`src/rtl/fir_pkg.sv`:
```
`default_nettype none
// ============================================================================
//  Module      : fir_pkg
//  Description : Shared types, constants and helpers for the 8-tap low-pass
//                FIR filter: sample/coefficient types, accumulator sizing,
//                the fixed Q1.15 coefficient set and the 24-bit saturator.
//  Ports       : (package - none)
//  Revision    : 1.0 - initial release
// ============================================================================
package fir_pkg;

    // ------------------------------------------------------------------------
    // Sizing
    // ------------------------------------------------------------------------
    localparam int NUM_TAPS  = 8;
    localparam int COEF_W    = 16;
    localparam int FRAC_BITS = 15;
    localparam int ACC_W     = 48;
    localparam int SAMPLE_W  = 24;

    // Full-precision product of one sample and one coefficient.
    localparam int PROD_W    = SAMPLE_W + COEF_W;

    // ------------------------------------------------------------------------
    // Types
    // ------------------------------------------------------------------------
    typedef logic signed [COEF_W-1:0]   coef_t;
    typedef logic signed [SAMPLE_W-1:0] sample_t;

    // ------------------------------------------------------------------------
    // Coefficients, Q1.15. Symmetric (linear phase); they sum to 30720, which
    // gives a DC gain of 0.9375 and keeps the default set clear of saturation.
    // ------------------------------------------------------------------------
    localparam coef_t COEFS [NUM_TAPS] = '{
        16'sd1024, 16'sd2048, 16'sd4096, 16'sd8192,
        16'sd8192, 16'sd4096, 16'sd2048, 16'sd1024
    };

    // ------------------------------------------------------------------------
    // Saturation limits, expressed both at accumulator width (for comparing)
    // and at sample width (for the clamped result).
    // ------------------------------------------------------------------------
    localparam logic signed [ACC_W-1:0] ACC_SAT_HI =
        {{(ACC_W-SAMPLE_W+1){1'b0}}, {(SAMPLE_W-1){1'b1}}};
    localparam logic signed [ACC_W-1:0] ACC_SAT_LO =
        {{(ACC_W-SAMPLE_W+1){1'b1}}, {(SAMPLE_W-1){1'b0}}};

    localparam sample_t SAMPLE_MAX = {1'b0, {(SAMPLE_W-1){1'b1}}};
    localparam sample_t SAMPLE_MIN = {1'b1, {(SAMPLE_W-1){1'b0}}};

    // ------------------------------------------------------------------------
    // sat24: clamp an already-scaled accumulator value into the signed 24-bit
    // sample range. The default coefficients never reach the limits, but the
    // coefficient set is a package constant and may be retuned.
    // ------------------------------------------------------------------------
    function automatic sample_t sat24(input logic signed [ACC_W-1:0] value);
        sample_t result;
        if (value > ACC_SAT_HI) begin
            result = SAMPLE_MAX;
        end else if (value < ACC_SAT_LO) begin
            result = SAMPLE_MIN;
        end else begin
            result = value[SAMPLE_W-1:0];
        end
        return result;
    endfunction

endpackage : fir_pkg
`default_nettype wire

```
`src/rtl/fir_filter_if.sv`:
```
`default_nettype none
// ============================================================================
//  Module      : fir_filter_if
//  Description : Sample-stream bundle for the FIR filter. There is no
//                handshake: one sample enters and one leaves every clock.
//  Signals     : data_in  - signed input sample  (source -> filter)
//                data_out - signed filtered sample (filter -> consumer)
//  Modports    : master - sample source / consumer side
//                slave  - filter side
//  Revision    : 1.0 - initial release
// ============================================================================
interface fir_filter_if #(
    parameter int WD_IN  = 24,
    parameter int WD_OUT = 24
);

    logic signed [WD_IN-1:0]  data_in;
    logic signed [WD_OUT-1:0] data_out;

    modport master (
        output data_in,
        input  data_out
    );

    modport slave (
        input  data_in,
        output data_out
    );

endinterface : fir_filter_if
`default_nettype wire

```
`src/rtl/fir_delay_line.sv`:
```
`default_nettype none
// ============================================================================
//  Module      : fir_delay_line
//  Description : NUM_TAPS-deep shift register of signed samples. Every rising
//                edge the new sample enters tap 0 and each tap moves one place
//                further down the line. All taps are visible at once.
//  Ports       : clk   - system clock, rising edge
//                rst_n - asynchronous active-low clear of every tap
//                din   - incoming sample
//                taps  - packed array of all taps, taps[0] = newest
//  Revision    : 1.0 - initial release
// ============================================================================
module fir_delay_line
    import fir_pkg::*;
(
    input  logic                         clk,
    input  logic                         rst_n,
    input  sample_t                      din,
    output sample_t [NUM_TAPS-1:0]       taps
);

    sample_t [NUM_TAPS-1:0] r_taps;

    // The oldest sample simply falls off the top of the line.
    always_ff @(posedge clk or negedge rst_n) begin
        if (!rst_n) begin
            r_taps <= '0;
        end else begin
            r_taps <= {r_taps[NUM_TAPS-2:0], din};
        end
    end

    assign taps = r_taps;

endmodule : fir_delay_line
`default_nettype wire

```
`src/rtl/fir_filter.sv`:
```
`default_nettype none
// ============================================================================
//  Module      : fir_filter
//  Description : Fixed-coefficient 8-tap direct-form low-pass FIR for a signed
//                24-bit stream. One sample in and one sample out per clock.
//                Output = sat24(floor(sum c[k]*x[k] / 2^15)), registered.
//                Latency from data_in to data_out is two clocks: one in the
//                delay line, one in the output register.
//  Ports       : clk   - system clock, rising edge
//                rst_n - asynchronous active-low reset (clears history and
//                        output immediately)
//                bus   - fir_filter_if.slave (data_in / data_out)
//  Revision    : 1.0 - initial release
// ============================================================================
module fir_filter
    import fir_pkg::*;
#(
    parameter int WD_IN  = 24,
    parameter int WD_OUT = 24
)(
    input  logic             clk,
    input  logic             rst_n,
    fir_filter_if.slave      bus
);

    // ------------------------------------------------------------------------
    // Input capture into the delay line
    // ------------------------------------------------------------------------
    logic signed [WD_IN-1:0]    w_din;
    sample_t                    w_sample;
    sample_t [NUM_TAPS-1:0]     w_taps;

    assign w_din    = bus.data_in;
    assign w_sample = sample_t'(w_din);

    fir_delay_line u_delay_line (
        .clk   (clk),
        .rst_n (rst_n),
        .din   (w_sample),
        .taps  (w_taps)
    );

    // ------------------------------------------------------------------------
    // Products: each is exact in PROD_W bits (24 x 16 signed). Both operands
    // are widened first so the multiply happens at full width.
    // ------------------------------------------------------------------------
    logic signed [PROD_W-1:0] w_prod [NUM_TAPS];

    for (genvar k = 0; k < NUM_TAPS; k++) begin : g_prod
        assign w_prod[k] = PROD_W'($signed(w_taps[k])) * PROD_W'(COEFS[k]);
    end

    // ------------------------------------------------------------------------
    // Accumulate at ACC_W with no intermediate truncation. Eight 40-bit terms
    // need at most 43 bits, so the 48-bit accumulator cannot wrap.
    // ------------------------------------------------------------------------
    logic signed [ACC_W-1:0] w_acc;

    always_comb begin
        w_acc = '0;
        for (int k = 0; k < NUM_TAPS; k++) begin
            w_acc = w_acc + ACC_W'(w_prod[k]);
        end
    end

    // ------------------------------------------------------------------------
    // Scale back to the sample grid. Arithmetic shift = floor division, so
    // negative results round toward minus infinity (e.g. -1024/2^15 -> -1).
    // ------------------------------------------------------------------------
    logic signed [ACC_W-1:0] w_scaled;
    sample_t                 w_sat;

    assign w_scaled = w_acc >>> FRAC_BITS;
    assign w_sat    = sat24(w_scaled);

    // ------------------------------------------------------------------------
    // Output register: data_out only ever changes on a clock edge or reset.
    // ------------------------------------------------------------------------
    logic signed [WD_OUT-1:0] r_dout;

    always_ff @(posedge clk or negedge rst_n) begin
        if (!rst_n) begin
            r_dout <= '0;
        end else begin
            r_dout <= WD_OUT'(w_sat);
        end
    end

    assign bus.data_out = r_dout;

endmodule : fir_filter
`default_nettype wire

```
`src/flat_wrapper.sv`:
```
// flat-port wrapper written by rule: the top's interface ports become plain ports
module fir_filter_flat import fir_pkg::*;
#(
    parameter int WD_IN  = 24,
    parameter int WD_OUT = 24
)
  (clk, rst_n, bus_data_in, bus_data_out);
  fir_filter_if #(.WD_IN(WD_IN), .WD_OUT(WD_OUT)) bus_i ();
  input  logic clk;
  input  logic rst_n;
  input wire logic [$bits(bus_i.data_in)-1:0] bus_data_in;
  output wire logic [$bits(bus_i.data_out)-1:0] bus_data_out;
  assign bus_i.data_in = bus_data_in;
  assign bus_data_out = bus_i.data_out;
  fir_filter #(.WD_IN(WD_IN), .WD_OUT(WD_OUT)) u_core (.clk(clk), .rst_n(rst_n), .bus(bus_i));
endmodule
```
`config.mk`:
```
export PLATFORM = sky130hd
export DESIGN_NAME = fir_filter_flat
export DESIGN_NICKNAME = d
export VERILOG_FILES = /design/src/rtl/fir_pkg.sv /design/src/rtl/fir_filter_if.sv /design/src/rtl/fir_delay_line.sv /design/src/rtl/fir_filter.sv /design/src/flat_wrapper.sv
export SDC_FILE = /design/constraint.sdc
export NUM_CORES = 1
export LEC_CHECK = 0
export ABC_AREA = 1
export BUFFER_PORTS_ARGS = -buffer_cell sky130_fd_sc_hd__buf_2
export CAP_MARGIN = 10
export CORE_AREA = 2 2 167 169
export DETAILED_ROUTE_END_ITERATION = 16
export DIE_AREA = 0 0 169 171
export GPL_ROUTABILITY_DRIVEN = 0
export GPL_TIMING_DRIVEN = 0
export HOLD_SLACK_MARGIN = 0.06
export PLACE_DENSITY_LB_ADDON = 0.15
export SYNTH_ARGS = -nofsm -noshare
export SYNTH_HDL_FRONTEND = slang
export SYNTH_SLANG_ARGS = --single-unit
```
`constraint.sdc`:
```
create_clock -name clk -period 5.1 [get_ports clk]
set_clock_uncertainty 0.1 [all_clocks]
set_input_delay 0.255 -clock clk [delete_from_list [all_inputs] [get_ports clk]]
set_output_delay 0.255 -clock clk [all_outputs]
set_load 0.01 [all_outputs]
```
Word level (Yosys, flattened, before mapping)
Cells that the tools add are included.

Input port bits: 26. Output and inout port bits: 24. Register bits after elaboration: 216. Word-level logic and storage cells: 20.

Magnitude comparators: 2. Mux-type cells: 2. $add $sub $neg: 7.

Operators with widths (count): adder 48 x 37 -> 48 bit (2); adder 48 x 34 -> 48 bit (1); adder 48 x 35 -> 48 bit (1); adder 48 x 36 -> 48 bit (1); 2-to-1 mux 24 bit (2); adder 36 x 36 -> 37 bit (1); adder 34 x 35 -> 36 bit (1); greater-than comparator 33 x 24 -> 1 bit (second input constant) (1); less-than comparator 33 x 24 -> 1 bit (second input constant) (1).

Logic depth before layout (Yosys ltp)
Depth in word-level cells: 10. Depth in mapped cells: 31. Mapped depth without buffers: 30.

Modules after synthesis
Synthesis repeated with hierarchy kept, for this count alone.

Cell total of the unflattened synthesis: 1132. Area total of the unflattened synthesis: 11806.3 um^2.

By module, submodules not included: fir_filter (area an instance 7001.7 um^2, seq. area each 600.6 um^2, cells each 940, instances 1); fir_delay_line (area an instance 4804.6 um^2, seq. area each 4804.6 um^2, cells each 192, instances 1).

Worst setup path after synthesis
Ideal clock, no wire load.

Kind: reg-to-reg. Start: register u_core.u_delay_line.r_taps (netlist bit u_core.u_delay_line.taps[4]). End: register u_core.r_dout[14] (netlist: u_core.bus.data_out[14]). Clock period less this slack: 5.375 ns. Stages on the path, launching flop included: 26. Setup time: 0.118 ns. Buffers on the path: 1. Data required time: 4.882 ns. Path slack: -0.275 ns. Arrival: 5.156 ns. Path through: dfrtp_1 > fa_1 > ha_1 > a21oi_1 > nand2_1 > a21boi_0 > o21ai_0 > a21oi_1 > xor2_1 > fa_1 > fa_1 > fa_1 > inv_1 > ha_1 > nand2_1 > nor2_4 > inv_2 > nor3_2 > nand2_2 > nand2_2 > nand2_2 > nand2_1 > nand3_1 > nand2_2 > buf_6 > nand2_1.

Word-level cells in the longest chain between the ends: 10. Elaborated cells between the ends (all ways): 11. Classes of those cells: add/sub: 7; order compare: 2; mux: 2.

Ends and longest elaborated chain: start, declared (line fir_delay_line.sv:22) `sample_t [NUM_TAPS-1:0] r_taps;`; start signal, assigned (line fir_delay_line.sv:29) `r_taps <= {r_taps[NUM_TAPS-2:0], din};`; adder 34 x 35 -> 36 bit * (line fir_filter.sv:62) `w_acc = w_acc + ACC_W'(w_prod[k]);`; adder 36 x 36 -> 37 bit * (line fir_filter.sv:62); adder 48 x 37 -> 48 bit * (2 in a row) (line fir_filter.sv:62); adder 48 x 36 -> 48 bit * (line fir_filter.sv:62); adder 48 x 35 -> 48 bit * (line fir_filter.sv:62); adder 48 x 34 -> 48 bit * (line fir_filter.sv:62); less-than comparator 33 x 24 -> 1 bit (line fir_pkg.sv:60) `end else if (value < ACC_SAT_LO) begin`; 2-to-1 mux 24 bit (line fir_pkg.sv:60); 2-to-1 mux 24 bit * (line fir_pkg.sv:58) `if (value > ACC_SAT_HI) begin`; named net u_core.w_sat[14] (line fir_filter.sv:71) `sample_t w_sat;`; end signal, assigned (line fir_filter.sv:85) `r_dout <= WD_OUT'(w_sat);`; end, declared (line fir_filter.sv:79) `logic signed [WD_OUT-1:0] r_dout;`.

Mark *: on every way through the listed nets, which the timed path passes. The rest lies on a longest branch.

Worst setup path in the final report
Start: register u_core.u_delay_line.r_taps (netlist bit u_core.u_delay_line.taps[25]). End: register u_core.r_dout[21] (netlist: u_core.bus.data_out[21]).

Same word-level chain as after synthesis.

==> results.cfg <==
[routing]
routed_wl_mm = 22.53
wire_per_inst_microns = 14.50
vias = 7135
remaining_drc_errors = 0
ant_nets = 0
viasPerCell = 4.594
drtPass1Iterations = 4
drtIter0Drc = 301

[timing]
post-route-period-util = 1.119
slew_viol_final = 0
worst_pin_slew_ns = 0.9090
max_slew_margin = 0.3920
final-setup-viol-count = 24
hold_viol_final = 0
clock.fmax_mhz = 175.1
period_minus_slack_ns = 5.709
fin_ws_ns = -0.6094
hold_slack_ns = 0.2569
rsz0062_at_grt = true

[finish]
final_util = 0.5313
area_delta_synth_final_pct = 23.90
regArea_sq_um = 5408
drive_above_1_share = 0.2328
fillers = 2447
design_area_sq_um = 14520
most-common-layout-cells = dfrtp_1, inv_1, nand2_1
nNetsFinal = 1393
antenna_cells = 0
final_common_cell = dfrtp_1
multi_input_area_sq_um = 6302

[outcome]
violations = negative setup slack
outcome = complete, but fails checks

[die]
die_h_microns = 171
die-area_sq_um = 28900
io_pins = 50
core_area_sq_um = 27320
die_w_microns = 169
core.rowCount = 61
initial_core_util = 0.4288

[global_route]
overflow = 0
grt_pass1_wl_mm = 38.05
grt_max_degree = 100
grt_pass1_vias = 7723
antenna_found_initial = 0
track_usage = 0.1653

[critical_path]
worstPathMaxFanout = 5
crit_start = u_core.u_delay_line.taps[25]
ff2ff_path_depth = 29
cp_data_arrival_time_ns = 6.01
r2r-end = u_core.bus.data_out[21]
slowest_delay_ns = 0.55
r2r-start = u_core.u_delay_line.taps[25]
reg2reg_slack_ns = -0.61
cp_data_required_time_ns = 5.41
startpoint_type = register
worstSetupPathType = reg -> reg
cp-end-kind = register
slowest_stage = fa_1

[placement]
portBuffers = 49
placed_area_sq_um = 12550
dp_slack_ns = -0.9755
dp_hpwl_mm = 17.16

[yosys]
synth_fp_nets = 1267
synth_ff_type = dfrtp_1
ys_ff_latch = 216
synthCells = 1063
postSynthAreaPerCell_sq_um = 11.02
ys_warn_count = 0
seq_area_frac_synth = 0.4613
synth.distinct_cells = 34
async_flop_share = 1.000
synth_edf_count = 0
syn-cell-area_sq_um = 11720

[hold_path]
whs_path_depth = 2
hold_start = bus_data_in[13]
hold_end = u_core.u_delay_line.taps[13]
worst_hold_path_type = in -> reg

[clock_network]
clk_latency_ns = 0.53
numCtsBuffers = 25
cts_root_buffer = clkbuf_16
cts.sinks = 216
cts.path.max_buffers = 3
htreeDepth = 1
clk_pin_slew_ns = 0.06
tritoncts = yes

[job]
cap_viol_max_count = 0
-- how the worst max path moves through the flow --
stage / to
finish: u_core.bus.data_out[21]
CTS: u_core.bus.data_out[14]
floorplan: u_core.bus.data_out[14]
detailed placement: u_core.bus.data_out[14]
global route: u_core.bus.data_out[22]
global placement: u_core.bus.data_out[14]
-- metrics by stage --
stage	instances	setup TNS [ns]
finish	1553	-13.75
detailed placement	1460	-22.21
global route	1553	-19.33
global placement	1458	-24.66
floorplan	1063	-1.857
CTS	1544	-14.13
-- flip-flops by register name, indices dropped and copies added, names as in the netlist --
signal / count
u_core.bus.data_out: 24
u_core.u_delay_line.taps: 192
-- cell families (layout without fill, tap and decap cells) --
group / after synthesis / after routing / synth area share
simple gates: 324 / 324 / 0.1201
buf+inv: 208 / 352 / 0.06995
xor+xnor: 40 / 40 / 0.02990
compound gates: 97 / 97 / 0.04784
fa+ha+maj: 178 / 178 / 0.2708
flops: 216 / 216 / 0.4613
-- what timing repair did --
action / CTS / global route
gates cloned: 2 / 1
setup endpoints to repair: 24 / 24
buffers inserted: 10 / 8
pin swaps: 20 / 41
resized for setup: 87 / 70
hold buffers: 27 / 0
endpoints found under the hold margin: 154 / 0
-- critical path, delay by kind of cell, from the launching register on --
family | cells | cell delay, ns
AOI/OAI and AO/OA | 2 | 0.22
xor gates and xnor gates | 1 | 0.18
adders and majority gates | 7 | 2.98
buffers and inverters | 5 | 0.40
DFF | 1 | 0.40
and+or+nand+nor | 14 | 1.28
-- metal layers --
| layer | global-route usage | share of wire | vias to the layer above |
|---|---|---|---|
| li1 | - | - | 3511 |
| met3 | 0.02660 | 0.035 | 35 |
| met1 | 0.2318 | 0.48 | 3484 |
| met2 | 0.2705 | 0.47 | 105 |
| met5 | 0 | 0 | - |
| met4 | 0.04422 | 0.021 | 0 |
-- cells in the mapped netlist (all sizes together) (3+ instances only) --
cell	instances	area, sq um
dfrtp	216	5405
a21oi	49	256.5
a31oi	4	25.02
xnor2	10	87.58
nand3	34	180.2
buf	4	53.80
ha	52	650.6
nor2	54	225.2
nor3	11	60.06
inv	204	765.7
o21ai	21	105.1
xor2	30	262.8
fa	126	2522
nand2	213	864.6
a21boi	3	22.52
a21o	4	30.03
o21bai	13	97.59
nand4	6	37.54
-- final cells by class --
type | count | share of cell area
Clock inverter | 9 | 0.005775
Inverter | 204 | 0.05275
Buffer | 4 | 0.003965
Multi-Input combinational cell | 639 | 0.4341
Clock buffer | 36 | 0.04870
Sequential cell | 216 | 0.3725
Tap cell | 346 | 0.02982
Timing Repair Buffer | 99 | 0.05232
Power is not shown: default switching activity piles up to over one toggle a cycle in this logic, so the estimate is an artifact.
